### src/rtl/seg_pkg.sv
// Shared types and constants for the seven-segment display blocks.
// Segment bytes are active-low: bit0=a .. bit6=g, bit7=dp.
package seg_pkg;

    typedef enum logic {
        BLANK = 1'b0,
        SHOW  = 1'b1
    } seg_state_t;

    localparam int NUM_DIGITS = 4;
    localparam int DIG_W      = 4;

    localparam int SEG_A  = 0;
    localparam int SEG_B  = 1;
    localparam int SEG_C  = 2;
    localparam int SEG_D  = 3;
    localparam int SEG_E  = 4;
    localparam int SEG_F  = 5;
    localparam int SEG_G  = 6;
    localparam int SEG_DP = 7;

    localparam logic [7:0] SEG_OFF = 8'hFF;
    localparam logic [3:0] SEL_OFF = 4'hF;

    // Active-low gfedcba glyphs, entry 0 in the low slice: 0-9, A, b, C, d, E, F.
    localparam logic [15:0][6:0] GLYPH = {
        7'h0E, 7'h06, 7'h21, 7'h46, 7'h03, 7'h08, 7'h10, 7'h00,
        7'h78, 7'h02, 7'h12, 7'h19, 7'h30, 7'h24, 7'h79, 7'h40
    };

    typedef struct packed {
        logic [NUM_DIGITS-1:0][DIG_W-1:0] digits;
        logic [NUM_DIGITS-1:0]            dp;
        logic [NUM_DIGITS-1:0]            blank;
    } seg_frame_t;

    localparam seg_frame_t FRAME_DARK = '{digits: '0, dp: '0, blank: '1};

endpackage

### src/rtl/seg_hex_decode.sv
// Combinational hex nibble + decimal point to active-low segment byte.
module seg_hex_decode
    import seg_pkg::*;
(
    input  logic [3:0] value,
    input  logic       dp,
    output logic [7:0] seg
);

    always_comb begin
        seg                = SEG_OFF;
        seg[SEG_G:SEG_A]   = GLYPH[value];
        seg[SEG_DP]        = ~dp;
    end

endmodule

### src/rtl/seg_scan_ctrl.sv
// Four-digit seven-segment scanner with a blanking gap per slot and a
// valid/ready frame loader that swaps frames only at the frame boundary.
module seg_scan_ctrl
    import seg_pkg::*;
#(
    parameter int DIGIT_CYCLES = 100000,
    parameter int BLANK_CYCLES = 1000
) (
    input  logic        clk,
    input  logic        rst,
    input  logic        load_valid,
    output logic        load_ready,
    input  logic [15:0] load_digits,
    input  logic [3:0]  load_dp,
    input  logic [3:0]  load_blank,
    output logic [3:0]  io_sel,
    output logic [7:0]  io_seg,
    output logic        frame_tick
);

    localparam int               CNT_W    = $clog2(DIGIT_CYCLES);
    localparam logic [CNT_W-1:0] CNT_LAST = CNT_W'(DIGIT_CYCLES - 1);
    localparam logic [CNT_W-1:0] CNT_SHOW = CNT_W'(BLANK_CYCLES);

    seg_frame_t                 pend, act, load_frame;
    logic                       pend_full, pend_full_nxt;
    logic [1:0]                 idx, idx_nxt;
    logic [CNT_W-1:0]           cnt, cnt_nxt;
    seg_state_t                 state, state_nxt;
    logic                       slot_end, boundary, accept;
    logic [NUM_DIGITS-1:0][7:0] dig_seg;

    assign load_frame = {load_digits, load_dp, load_blank};
    assign slot_end   = (cnt == CNT_LAST);
    assign boundary   = slot_end && (idx == 2'd3);
    assign accept     = load_valid && load_ready;

    // Every slot opens dark; the wrap edge always lands in BLANK, so the
    // active frame can be swapped there without a torn glyph.
    always_comb begin
        cnt_nxt   = cnt + CNT_W'(1);
        idx_nxt   = idx;
        state_nxt = state;
        if (slot_end) begin
            cnt_nxt   = '0;
            idx_nxt   = idx + 2'd1;
            state_nxt = BLANK;
        end else if (state == BLANK && cnt_nxt == CNT_SHOW) begin
            state_nxt = SHOW;
        end
    end

    // Accept and transfer are exclusive: accept needs pend_full low, transfer high.
    always_comb begin
        pend_full_nxt = pend_full;
        if (accept)
            pend_full_nxt = 1'b1;
        else if (boundary && pend_full)
            pend_full_nxt = 1'b0;
    end

    for (genvar i = 0; i < NUM_DIGITS; i++) begin : g_dec
        seg_hex_decode u_dec (
            .value (act.digits[i]),
            .dp    (act.dp[i]),
            .seg   (dig_seg[i])
        );
    end

    always_ff @(posedge clk or posedge rst) begin
        if (rst) begin
            cnt        <= '0;
            idx        <= 2'd0;
            state      <= BLANK;
            pend       <= FRAME_DARK;
            act        <= FRAME_DARK;
            pend_full  <= 1'b0;
            load_ready <= 1'b1;
            frame_tick <= 1'b0;
            io_sel     <= SEL_OFF;
            io_seg     <= SEG_OFF;
        end else begin
            cnt        <= cnt_nxt;
            idx        <= idx_nxt;
            state      <= state_nxt;
            pend_full  <= pend_full_nxt;
            load_ready <= ~pend_full_nxt;
            frame_tick <= boundary;
            if (accept)
                pend <= load_frame;
            else if (boundary && pend_full)
                act <= pend;
            if (state_nxt == SHOW) begin
                io_sel <= ~(4'b0001 << idx_nxt);
                io_seg <= act.blank[idx_nxt] ? SEG_OFF : dig_seg[idx_nxt];
            end else begin
                io_sel <= SEL_OFF;
                io_seg <= SEG_OFF;
            end
        end
    end

endmodule

### config.mk
export PLATFORM = sky130hd
export DESIGN_NAME = seg_scan_ctrl
export DESIGN_NICKNAME = d
export VERILOG_FILES = /design/src/rtl/seg_pkg.sv /design/src/rtl/seg_hex_decode.sv /design/src/rtl/seg_scan_ctrl.sv
export SDC_FILE = /design/constraint.sdc
export NUM_CORES = 1
export LEC_CHECK = 0
export CAP_MARGIN = 10
export CORE_ASPECT_RATIO = 0.8
export CORE_MARGIN = 2
export CORE_UTILIZATION = 40
export CTS_CLUSTER_DIAMETER = 120
export CTS_CLUSTER_SIZE = 16
export DETAILED_ROUTE_END_ITERATION = 7
export GPL_TIMING_DRIVEN = 0
export PLACE_DENSITY = 0.56
export SLEW_MARGIN = 0
export SYNTH_ARGS = -nofsm -noshare
export SYNTH_HDL_FRONTEND = slang
export SYNTH_SLANG_ARGS = --single-unit
export TNS_END_PERCENT = 100
### constraint.sdc
create_clock -name clk -period 2.95 [get_ports clk]
set_input_delay 0.4425 -clock clk [delete_from_list [all_inputs] [get_ports clk]]
set_output_delay 0.4425 -clock clk [all_outputs]
set_load 0.01 [all_outputs]
# Yosys cells after proc, flatten, opt, wreduce, memory -nomap -nowiden
# Memories as Yosys holds them, arrays and structs flattened.
# Index checks and enable logic that the tools add are counted.
# totals
out_inout_bits	14
latchBits	0
rom_bits	448
n_memories	4
ff_bits	83
mem_bits_rw	0
# op_classes
mul	0
n_bitwise	8
mux	17
div	0
reduce_logical	5
addsub	2
eq_ne	3
order_cmp	5
shift	1
# mem_list
memory	words	word_bits	read_ports	rd_clocked_by_memory_dff	write_ports	line	text
(name not given)	16	7	1	0	0	seg_hex_decode.sv:12	seg[SEG_G:SEG_A] = GLYPH[value];
(name not given)	16	7	1	0	0	seg_hex_decode.sv:12	
(name not given)	16	7	1	0	0	seg_hex_decode.sv:12	
(name not given)	16	7	1	0	0	seg_hex_decode.sv:12	
# ops
operator	n
$mux W7	4
$mux W8	3
$lt A4 B5 Y1 const B	4
$add A17 B1 Y17 const B	1
$eq A17 B10 Y1 const B	1
$eq A17 B17 Y1 const B	1
$mux W17	1
$bmux W8 S2	1
$not A1 Y1	7
$mux W1	5
$logic_and A1 B1 Y1	4
$mux W4	1
$not A4 Y4	1
$shl A1 B2 Y4 const A	1
$lt A2 B3 Y1 const B	1
$add A2 B1 Y2 const B	1
$bmux W1 S2	1
$eq A2 B2 Y1 const B	1
$mux W2	1
$reduce_and A2 Y1	1

# Longest topological paths before layout
# Gate-level depths: netlist (run 1).
# depth
depth_word	6
mapped_depth	10
ltp_nobuf	8

# Modules after synthesis
# A second synthesis (run 1) with hierarchy kept.
# hier_totals
hier_cells	446
hier_area_um2	5246.3
# modules_own_cells
module	cells_per_inst	seq_area_each_um2	area_each_um2	n_inst
seg_scan_ctrl	314	2103.3	4130.2	1
seg_hex_decode	33	0.0	279.0	4

# Worst setup path before layout (run 1)
# Ideal clock, no wire load.
# synth_path
path_type	register -> register
from	register cnt[0]
to	register io_seg[7]
synth_period_minus_slack_ps	2164
setup_slack_ps	786
n_path_buf	2
stages_incl_launch_ff	9
arrival_time_ps	2100
path_cell_list	dfrtp_1 -> ha_1 -> and4_1 -> buf_4 -> and4_1 -> buf_6 -> xnor2_4 -> mux4_2 -> nand3_1
# synth_via
elab_chain_cells	6
elab_cells_between_ends	13
# synth_lines
element	line	text
start: declaration	seg_scan_ctrl.sv:28	logic [CNT_W-1:0] cnt, cnt_nxt;
start signal: assignment	seg_scan_ctrl.sv:83	cnt <= cnt_nxt;
$add A17 B1 Y17 or $eq A17 B17 Y1 (tied branches)	seg_scan_ctrl.sv:41, seg_scan_ctrl.sv:34	
$eq A17 B10 Y1 or $mux W2 (tied branches)	seg_scan_ctrl.sv:48, seg_scan_ctrl.sv:44	
$logic_and A1 B1 Y1, or another cell as far along	seg_scan_ctrl.sv:48	end else if (state == BLANK && cnt_nxt == CNT_SHOW) begin
$mux W1, or another cell as far along	seg_scan_ctrl.sv:48	
$mux W1 or $mux W8 (tied branches)	seg_scan_ctrl.sv:44, seg_scan_ctrl.sv:95	
$mux W8 *	seg_scan_ctrl.sv:93	if (state_nxt == SHOW) begin
end signal: assignment	seg_scan_ctrl.sv:95	io_seg <= act.blank[idx_nxt] ? SEG_OFF : dig_seg[idx_nxt];
end: declaration	seg_scan_ctrl.sv:17	output logic [7:0] io_seg,
# Mark *: on every way between the ends. The rest lies on a longest branch, timed or not. The select of a mux whose other input is x is not followed.
# A chain may end at the register's enable or synchronous reset.

# Final worst setup path (run 1)
# layout_path
from	register cnt[0]
to	register io_seg[1]
# The elaborated chain is that of the path after synthesis.

==> impl_metrics.env, run 1 <==
export IMPL_outcome="finished, final reports clean"
export IMPL_synth_cell_types=53
export IMPL_ys_warn_count=0
export IMPL_grt_setup_unrepaired="no"
export IMPL_fin_crit_ns=2.59
export IMPL_grt_pass1_wl_mm=15.8
export IMPL_crit_path_start_kind="flop"
export IMPL_crit_chain="ha_1 > and4_1 > buf_4 > and4_1 > buf_6 > xnor2_4 > clkbuf_1 > nand2_1 > o211ai_1 > nand4_1"
export IMPL_synth_ff_latch_count=83
export IMPL_synth_edff_count=0
export IMPL_core_area_sq_mm=0.0114
export IMPL_h_tree_depth=3
export IMPL_critPathMaxStageDelay_ns=0.40
export IMPL_portBuffers=40
export IMPL_finalMaxSlewViolations=0
export IMPL_post_cts_resized=0
export IMPL_syn_area_sq_mm=0.00466
export IMPL_synth_area_leaders="dfrtp_1, mux2_2, dfstp_2"
export IMPL_drt_first_pass_iters=4
export IMPL_grt_met3_usage_pct=4.14
export IMPL_cts_buffer_depth=2
export IMPL_postRouteAntennaNets=0
export IMPL_antenna_found_initial=0
export IMPL_clock_skew_ns=0.00724
export IMPL_finalCritPeriodShare_pct=87.7
export IMPL_synthTopCellsByCount="dfrtp_1, mux2_2, nand2_1"
export IMPL_syn_inst=411
export IMPL_area_delta_synth_final_pct=19.3
export IMPL_num_io_pins=41
export IMPL_postCtsSetupBuffers=0
export IMPL_fp_dieH_um=101
export IMPL_timing_fmax_ghz=0.387
export IMPL_rows=35
export IMPL_wire_per_inst_um=15.5
export IMPL_dp_cells=600
export IMPL_irDropWorstVdd_v=0.000305
export IMPL_drc_errors=0
export IMPL_clk_pin_slew_ns=0.06
export IMPL_design_area_sq_mm=0.00556
export IMPL_slew_headroom_pct=47.7
export IMPL_yosysMostFrequentCell="dfrtp_1"
export IMPL_instances_no_fill=616
export IMPL_worstPathMaxFanout=10
export IMPL_synthArstFlopShare_pct=100
export IMPL_initial_utilization_pct=40.7
export IMPL_die_w_um=125
export IMPL_grt_pass1_vias=3159
export IMPL_cp_arrival_ns=2.81
export IMPL_cts_root_buffer="clkbuf_16"
export IMPL_grt_busiest_layer="met2"
export IMPL_clkSinkCount=83
export IMPL_cts_tree="done"
export IMPL_overflow=0
export IMPL_clk_latency_ns=0.34
export IMPL_grtUsageMet1_pct=22.2
export IMPL_synth_fp_nets=464
export IMPL_cellPowerDensity_mw_per_mm2=408
export IMPL_end_kind="flop"
export IMPL_vias=3254
export IMPL_critical_path_top_delay_family="buffers and inverters"
export IMPL_drtIter0Drc=131
export IMPL_nNetsFinal=516
export IMPL_synth_area_per_cell_sq_um=11.3
export IMPL_crit_buf_inv=3
export IMPL_cpMostUsedCell="and4_1"
export IMPL_place_area_sq_mm=0.00527
export IMPL_dieArea_sq_mm=0.0125
export IMPL_cts_inserted_buffers=9
export IMPL_slowest_stage="dfrtp_1"
export IMPL_grt_usage_pct=16.0
export IMPL_use_met2_pct=24.2
export IMPL_cap_violations=0
export IMPL_hold_class="in -> async"
export IMPL_hold_buffers=0
export IMPL_dp_hpwl_mm=7.02
export IMPL_yosysSeqAreaShare_pct=45.2
export IMPL_synth_top_area_share_pct=33.3
export IMPL_leakage_nw=2.41
export IMPL_setup_viol_count_final=0
export IMPL_worstMarginPinSlew_ns=0.777
export IMPL_wl_mm=9.55
export IMPL_diodes=0
export IMPL_place_congestion=0.889
export IMPL_avgViaCountPerCell=5.28
export IMPL_synthFlopType="dfrtp_1"
export IMPL_critPathKind="reg -> reg"
export IMPL_drive_above_1_share_pct=24.1
export IMPL_synth_top_cell_by_area="dfrtp_1"
export IMPL_grt_max_degree=50
export IMPL_hold_violations=0
export IMPL_cp_required_ns=3.18
[path summary, 6_finish.rpt]
check,end,slack [ns],start,cells after the start
min in group clk,cnt[0],0.48,cnt[0],1
worst min register to register,cnt[0],0.48,cnt[0],1
max in group asynchronous,io_seg[5],1.84,rst,3
worst min-delay path,pend[4],0.46,rst,2
worst max-delay path,io_seg[1],0.36,cnt[0],10
worst max register to register,io_seg[1],0.36,cnt[0],10
[metal layers]
metal	part of all wire (%)	routed length, um	up-vias
li1	-	-	1576
met1	49	4700	1592
met2	45	4290	69
met3	3.9	369	17
met4	2.0	187	0
met5	0	0	-
[report_power, final]
group	internal (mW)	switching, mW	total [mW]
logic	0.0340	0.0263	0.0602
clock network	0.617	0.448	1.06
registers	1.14	0	1.14
[cells in the final DEF (no fill, tap or decap), types with 3 or more instances in the layout]
master | synthesis | routed
clkbuf_1 | 14 | 16
o21ai_0 | 16 | 16
nand2_1 | 28 | 28
and2_1 | 6 | 6
a31oi_1 | 3 | 3
inv_1 | 19 | 18
buf_2 | 9 | 9
nor2_1 | 23 | 23
nand4_1 | 12 | 12
dfrtp_1 | 62 | 62
mux2i_1 | 15 | 15
clkinvlp_4 | 0 | 3
nor2b_1 | 4 | 4
dfstp_2 | 21 | 21
o211ai_1 | 13 | 13
and4_1 | 5 | 5
nor3_1 | 3 | 3
xnor2_1 | 10 | 10
ha_1 | 26 | 26
o311ai_0 | 3 | 3
nand2b_1 | 4 | 4
xor2_1 | 7 | 7
nor4b_1 | 3 | 3
clkdlybuf4s50_1 | 0 | 40
clkbuf_16 | 0 | 9
nand3_1 | 9 | 9
mux4_2 | 6 | 6
mux2_2 | 51 | 51
[area by class of cell]
class                   instances  area (sq um)
well taps                     148           185
flip-flops and latches         83          2100
inverters                      19          73.8
plain buffers                  28           139
repair buffers                 41           428
multi-input cells             281          2340
clock inverters                 3          22.5
fillers                      1037          5870
clock buffers                  13           260
[logic make-up after synthesis]
group	share of synthesized area (%)
compound gates	8.14
xor+xnor	3.79
fa+ha+maj	6.99
buf+inv	4.51
flops	45.2
mux	18.5
simple gates	13.0
[state kept, by name, summed over array words and instances (netlist names)]
register	flops
act	24
pend	24
cnt	17
io_seg	8
io_sel	4
idx	2
frame_tick	1
load_ready	1
pend_full	1
state	1
[stage by stage]
step | hold slack [ns] | TNS, ns | utilization [%] | power [mW] | worst slack [ns]
floorplan | 0.443 | 0 | - | 1.18 | 0.405
global placement | 0.457 | -64.65 | 45.9 | 1.22 | -0.992
detailed placement | 0.473 | 0 | 46.1 | 1.22 | 0.360
CTS | 0.479 | 0 | 48.6 | 2.31 | 0.350
global route | 0.500 | 0 | 48.6 | 2.36 | 0.138
finish | 0.463 | 0 | 48.6 | 2.26 | 0.364
(Power assumes the default switching activity.)
==> run 2, diff against run 1 <==
--- a/config.mk
+++ b/config.mk
@@ -9,11 +9,12 @@
 export CORE_ASPECT_RATIO = 0.8
 export CORE_MARGIN = 2
 export CORE_UTILIZATION = 40
+export CTS_BUF_LIST = sky130_fd_sc_hd__clkbuf_2 sky130_fd_sc_hd__clkbuf_4 sky130_fd_sc_hd__clkbuf_8
 export CTS_CLUSTER_DIAMETER = 120
 export CTS_CLUSTER_SIZE = 16
 export DETAILED_ROUTE_END_ITERATION = 7
 export GPL_TIMING_DRIVEN = 0
-export PLACE_DENSITY = 0.56
+export PLACE_DENSITY = 0.58
 export SLEW_MARGIN = 0
 export SYNTH_ARGS = -nofsm -noshare
 export SYNTH_HDL_FRONTEND = slang
==> constraint.sdc (replaced) <==
create_clock -name clk -period 2.2 [get_ports clk]
set_input_delay 0.33 -clock clk [delete_from_list [all_inputs] [get_ports clk]]
set_output_delay 0.33 -clock clk [all_outputs]
set_load 0.01 [all_outputs]
==> impl_metrics.env, run 2 (same netlist as run 1, synthesis figures left out) <==
export IMPL_wl_mm=10.1
export IMPL_critPathKind="reg -> reg"
export IMPL_hold_class="in -> async"
export IMPL_worstPathMaxFanout=7
export IMPL_cts_inserted_buffers=9
export IMPL_num_io_pins=41
export IMPL_grt_usage_pct=16.3
export IMPL_violations="setup timing"
export IMPL_nNetsFinal=537
export IMPL_grt_pass1_vias=3184
export IMPL_cp_required_ns=2.52
export IMPL_setup_viol_count_final=2
export IMPL_drtIter0Drc=112
export IMPL_cts_buffer_depth=2
export IMPL_mostFrequentLayoutCell="dfrtp_1"
export IMPL_clock_skew_ns=0.0169
export IMPL_cts_tree="done"
export IMPL_irDropWorstVdd_v=0.000423
export IMPL_use_met2_pct=25.8
export IMPL_drt_first_pass_iters=4
export IMPL_reg2reg_slack_ns=-0.01
export IMPL_drc_errors=0
export IMPL_final_cell_mix="dfrtp_1, mux2_2, clkdlybuf4s50_1"
export IMPL_avgViaCountPerCell=5.26
export IMPL_grt_met3_usage_pct=4.67
export IMPL_antenna_found_initial=0
export IMPL_place_congestion=0.863
export IMPL_worstMarginPinSlew_ns=0.596
export IMPL_fillers=1048
export IMPL_initial_utilization_pct=40.7
export IMPL_wire_per_inst_um=15.9
export IMPL_h_tree_depth=3
export IMPL_hold_violations=0
export IMPL_grt_max_degree=41
export IMPL_vias=3349
export IMPL_die_w_um=125
export IMPL_postRouteAntennaNets=0
export IMPL_overflow=0
export IMPL_design_area_sq_mm=0.00585
export IMPL_grtUsageMet1_pct=22.6
export IMPL_portBuffers=40
export IMPL_slew_headroom_pct=60.1
export IMPL_cap_violations=0
export IMPL_leakage_nw=2.56
export IMPL_grt_busiest_layer="met2"
export IMPL_finalMaxSlewViolations=0
export IMPL_core_area_sq_mm=0.0114
export IMPL_fp_dieH_um=101
export IMPL_timing_fmax_ghz=0.452
export IMPL_end_kind="flop"
export IMPL_rows=35
export IMPL_finalCritPeriodShare_pct=101
export IMPL_area_delta_synth_final_pct=25.6
export IMPL_clkSinkCount=83
export IMPL_utilization_pct=51.2
export IMPL_crit_path_start_kind="flop"
export IMPL_cellPowerDensity_mw_per_mm2=491
export IMPL_dieArea_sq_mm=0.0125
export IMPL_diodes=0
export IMPL_cp_arrival_ns=2.53
export IMPL_dp_hpwl_mm=7.01
export IMPL_grt_pass1_wl_mm=16.3
export IMPL_place_area_sq_mm=0.00529
export IMPL_cts_root_buffer="clkbuf_8"
export IMPL_fin_crit_ns=2.21
export IMPL_clk_pin_slew_ns=0.09
export IMPL_setup_ws_ns=-0.0148
export IMPL_drive_above_1_share_pct=31.1
export IMPL_grt_setup_unrepaired="yes"
export IMPL_outcome="finished, violations left"
export IMPL_reg_top3="act (24), pend (24), cnt (17)"
export IMPL_clk_latency_ns=0.37
export IMPL_power_total_mw=2.87
[run 2: cell count changes in the layout (fill, tap and decap cells not counted), sizes merged]
| cell | delta |
|---|---|
| buf | +22 |
| clkbuf | -3 |
| clkinvlp | -2 |
| inv | +2 |
| bufinv | +2 |
[run 2: stage by stage]
step / instances / worst slack [ns] / hold slack, ns / setup TNS, ns
2_1_floorplan: 411 / 0.0363 / 0.443 / 0
3_3_place_gp: 599 / -0.353 / 0.458 / -12.30
3_5_place_dp: 601 / -0.385 / 0.467 / -11.40
4_1_cts: 621 / 0.00296 / 0.286 / 0
5_1_grt: 637 / -0.120 / 0.309 / -1.46
6_report: 637 / -0.0148 / 0.279 / -0.0288
[run 2: layout make-up]
type | count | area [sq um] | share of cell area (%)
clock buffers | 11 | 145 | 2.48
inverters | 19 | 75.1 | 1.28
flip-flops and latches | 83 | 2100 | 36.0
clock inverters | 5 | 83.8 | 1.43
well taps | 148 | 185 | 3.17
multi-input cells | 281 | 2420 | 41.5
repair buffers | 65 | 647 | 11.1
plain buffers | 25 | 185 | 3.17
[run 2: critical path, cell delays in order, from the launching register on]
cell and delay, ns:
dfrtp_1 0.37, buf_2 0.18, nor4b_2 0.29, and4_1 0.24, buf_6 0.15, xnor2_4 0.16, buf_12 0.15, mux4_2 0.52
nand3_2 0.09
[run 2: worst paths after layout]
| check | cells after the start | startpoint | end |
|---|---|---|---|
| setup / recovery | 8 | cnt[12] | io_seg[7] |
| hold / removal | 2 | rst | cnt[5] |
| setup reg to reg | 8 | cnt[12] | io_seg[7] |
| hold reg to reg | 1 | pend[18] | pend[18] |
| max in group asynchronous | 3 | rst | io_sel[2] |
| min in group clk | 1 | pend[18] | pend[18] |
[run 2: routing by layer]
layer  share of wire (%)  wire length [um]
met2                  45              4580
met1                  50              5070
met3                 3.8               384
met5                   0                 0
met4                 1.0               105
[run 2: repair_timing]
item / CTS / global route
hold buffers: 0 / 0
cloned: 0 / 1
gates resized for setup: 25 / 18
pin swaps: 3 / 13
endpoints found under the hold margin: 0 / 0
setup endpoints to repair: 48 / 32
buffers inserted: 7 / 15
[run 2: power by group]
part / total [mW] / switching (mW) / internal (mW)
logic: 0.0829 / 0.0353 / 0.0476
registers: 1.53 / 0 / 1.53
clock network: 1.26 / 0.568 / 0.692
total: 2.87 / 0.604 / 2.27
==> RTL edit, RTL diff (flow settings as in run 1) <==
Reset style: synchronous (`rst`), changed in one clocked block.
--- a/src/rtl/seg_scan_ctrl.sv
+++ b/src/rtl/seg_scan_ctrl.sv
@@ -67,7 +67,7 @@
         );
     end
 
-    always_ff @(posedge clk or posedge rst) begin
+    always_ff @(posedge clk) begin
         if (rst) begin
             cnt        <= '0;
             idx        <= 2'd0;
Formal check against the unedited RTL: differs if rst is asserted again (counterexample within 4 cycles, from zero or initial values and one cycle with rst high); with rst held inactive, the same outputs for 10 cycles.
==> RTL edit against run 1 <==
- hold slack got worse by 1.2 ps
- critical endpoint is now dig_seg[29]
- sequential cell count is 28 higher
- total power increased by 36%
- critical path depth did not move
- worst setup slack lost 360 ps
- cell area is 30% higher
- wire length up 70%
- first-iteration DRC count grew to 3.2 times the old value
- sequential share of layout area decreased by 6.9 points
- synthesized area grew 29%
- largest power group unchanged
- non-clock buffer count is 20 higher
- final cell count up 51%
==> RTL edit: results (changes against run 1) <==
The proportion of register bits with asynchronous set or reset after synthesis is 0% (-100 points), and the largest buffer count on any clock path is 2 (unchanged). The number of design-rule violations left by the first detailed-router iteration was 421 (+220%). The delay of the slowest cell on the worst path came out at 500 ps (+100 ps). The tools report the root buffer cell as clkbuf_16. The share of post-route cells with drive strength above 1 was 17.73% (-6.4 points). The critical-path maximum fanout was 10 (unchanged). The final clock skew was 9.946 ps (+2.704 ps); the worst slack at placement was -570.2 ps (-929.8 ps). The worst-case headroom to the max-slew limit was 47.07% (-0.66 points).

The count of TritonRoute iterations in the first routing pass came out at 5 (+1). Global-route usage over all layers: 21.00% (+5.0 points). Yosys attributes the largest share of cell area to dfxtp_1 37%, mux2i_1 7.3%, ha_1 5.6%. The largest net degree at the start of global routing was 20 (-60%). The later-pin clock latency in the skew report is 360 ps (+20 ps).

The tools report the total inserted antenna cells as 0 (unchanged). The Yosys warning count is 0 (unchanged), and the total setup violations reported at the end of the flow is 0 (unchanged). The net count after synthesis was 728 (+57%); the number of global-route vias before repair was 4728 (+50%). The mux share of post-synthesis cell area came out at 17.57% (-0.89 points). Net count reported at finish: 788 (+53%). Predominant post-synthesis flop cell: dfxtp_1. For the number of library cell types mapped by synthesis, the log shows 56 (+5.7%). The global-route wire length before repair is 26180 um (+66%).

The tools report the share of the yosys chip area belonging to registers as 36.98% (-8.2 points). The total clock buffers created by CTS was 9 (unchanged); the internal portion of total power was 0.002372 W (+32%). The fraction of the mapped netlist area in adder cells was 5.621% (-1.4 points); the initial antenna violation count was 0 (unchanged). The reported leakage power came out at 2.734 nW (+14%). In this run the worst hold path is classified as register to register. The arrival time of the worst setup path was 3130 ps (+320 ps); the compound-gate portion of the synthesized area was 10.72% (+2.6 points). The slowest stage of the critical path belongs to the cell nor3_1. The tools report the standard cell area after detailed placement as 0.006646 mm^2 (+26%).

The count of buffers added by post-CTS timing repair for setup was 5 (+5). The tools report the largest voltage drop on the vdd net as 0.2741 mV (-10%). The run gives 12320 um (+76%) as the half-perimeter wire length of the detailed placement result.

By count the netlist is led by 111 x dfxtp_1, 83 x nand2_1, 72 x nor2_1, 44 x mux2i_1, 41 x a21oi_1. The xor/xnor share of the synthesized area was 2.332% (-1.5 points); the number of vias per cell after detailed routing was 5.455 (+3.3%). After clock tree synthesis, the clock-pin slew on the worst setup and hold paths is 70 ps. The tools report the final routed wirelength across all metal layers as 16220 um (+70%). Tracing the worst setup path back leads to its startpoint at cnt[0]. For the total of cells resized after clock tree synthesis, the log shows 14 (+14). The run finished with clean final reports. The tools report the final weighted congestion in routability-driven placement as 0.8895 (about the same).
[RTL edit: cell types whose count changed after synthesis, moves of 25 or more]
cell / change
nor2_1: +49
nor3_1: +25
dfrtp_1: -62
mux2i_1: +29
nand2_1: +55
dfxtp_1: +111
a21oi_1: +40
[RTL edit: critical path: cells and delay by family (launching register included)]
kind	cells	cell delay (ps)
DFF	1	380
buffers and inverters	3	770
AOI/OAI and AO/OA	1	200
and+or+nand+nor	5	1230
adders and majority gates	1	180
[RTL edit: per-layer routing]
layer | track usage [%] | up-vias | part of all wire [%]
met3 | 3.946 | 9 | 5.3
met4 | 4.867 | 0 | 0.87
met2 | 30.18 | 150 | 41
met1 | 32.39 | 2399 | 52
li1 | - | 2504 | -
met5 | 0 | - | 0
[RTL edit: area by class of cell]
class	instances	area, um^2
multi-input combinational	499	3642
tap	189	236.5
buffer	39	193.9
inverter	24	90.09
clock inverter	6	97.59
sequential	111	2230
timing repair buffer	50	475.5
clock buffer	10	239.0
fill	1388	7660
[RTL edit: stage by stage]
step | utilization [%] | TNS (ps) | cells
6_report | 48.47 | 0 | 928
5_1_grt | 48.47 | -321.8 | 928
4_1_cts | 47.46 | 0 | 923
3_5_place_dp | 44.71 | -11080 | 903
3_3_place_gp | 44.71 | -10550 | 903
2_1_floorplan | - | 0 | 674
[RTL edit: power groups by stage]
stage               clock [W]  sequential, W  combinational (W)
floorplan                   0        0.00158          0.0000799
global placement            0        0.00159           0.000145
detailed placement          0        0.00159           0.000147
CTS                   0.00141        0.00155           0.000149
global route          0.00146        0.00156           0.000166
finish                0.00137        0.00156           0.000148
[RTL edit: path summary, 6_finish.rpt]
kind	to	depth (start not counted)	slack, ps
setup reg to reg	dig_seg[29]	10	9
setup / recovery	dig_seg[29]	10	9
hold reg to reg	cnt[0]	1	460
hold / removal	cnt[0]	1	460
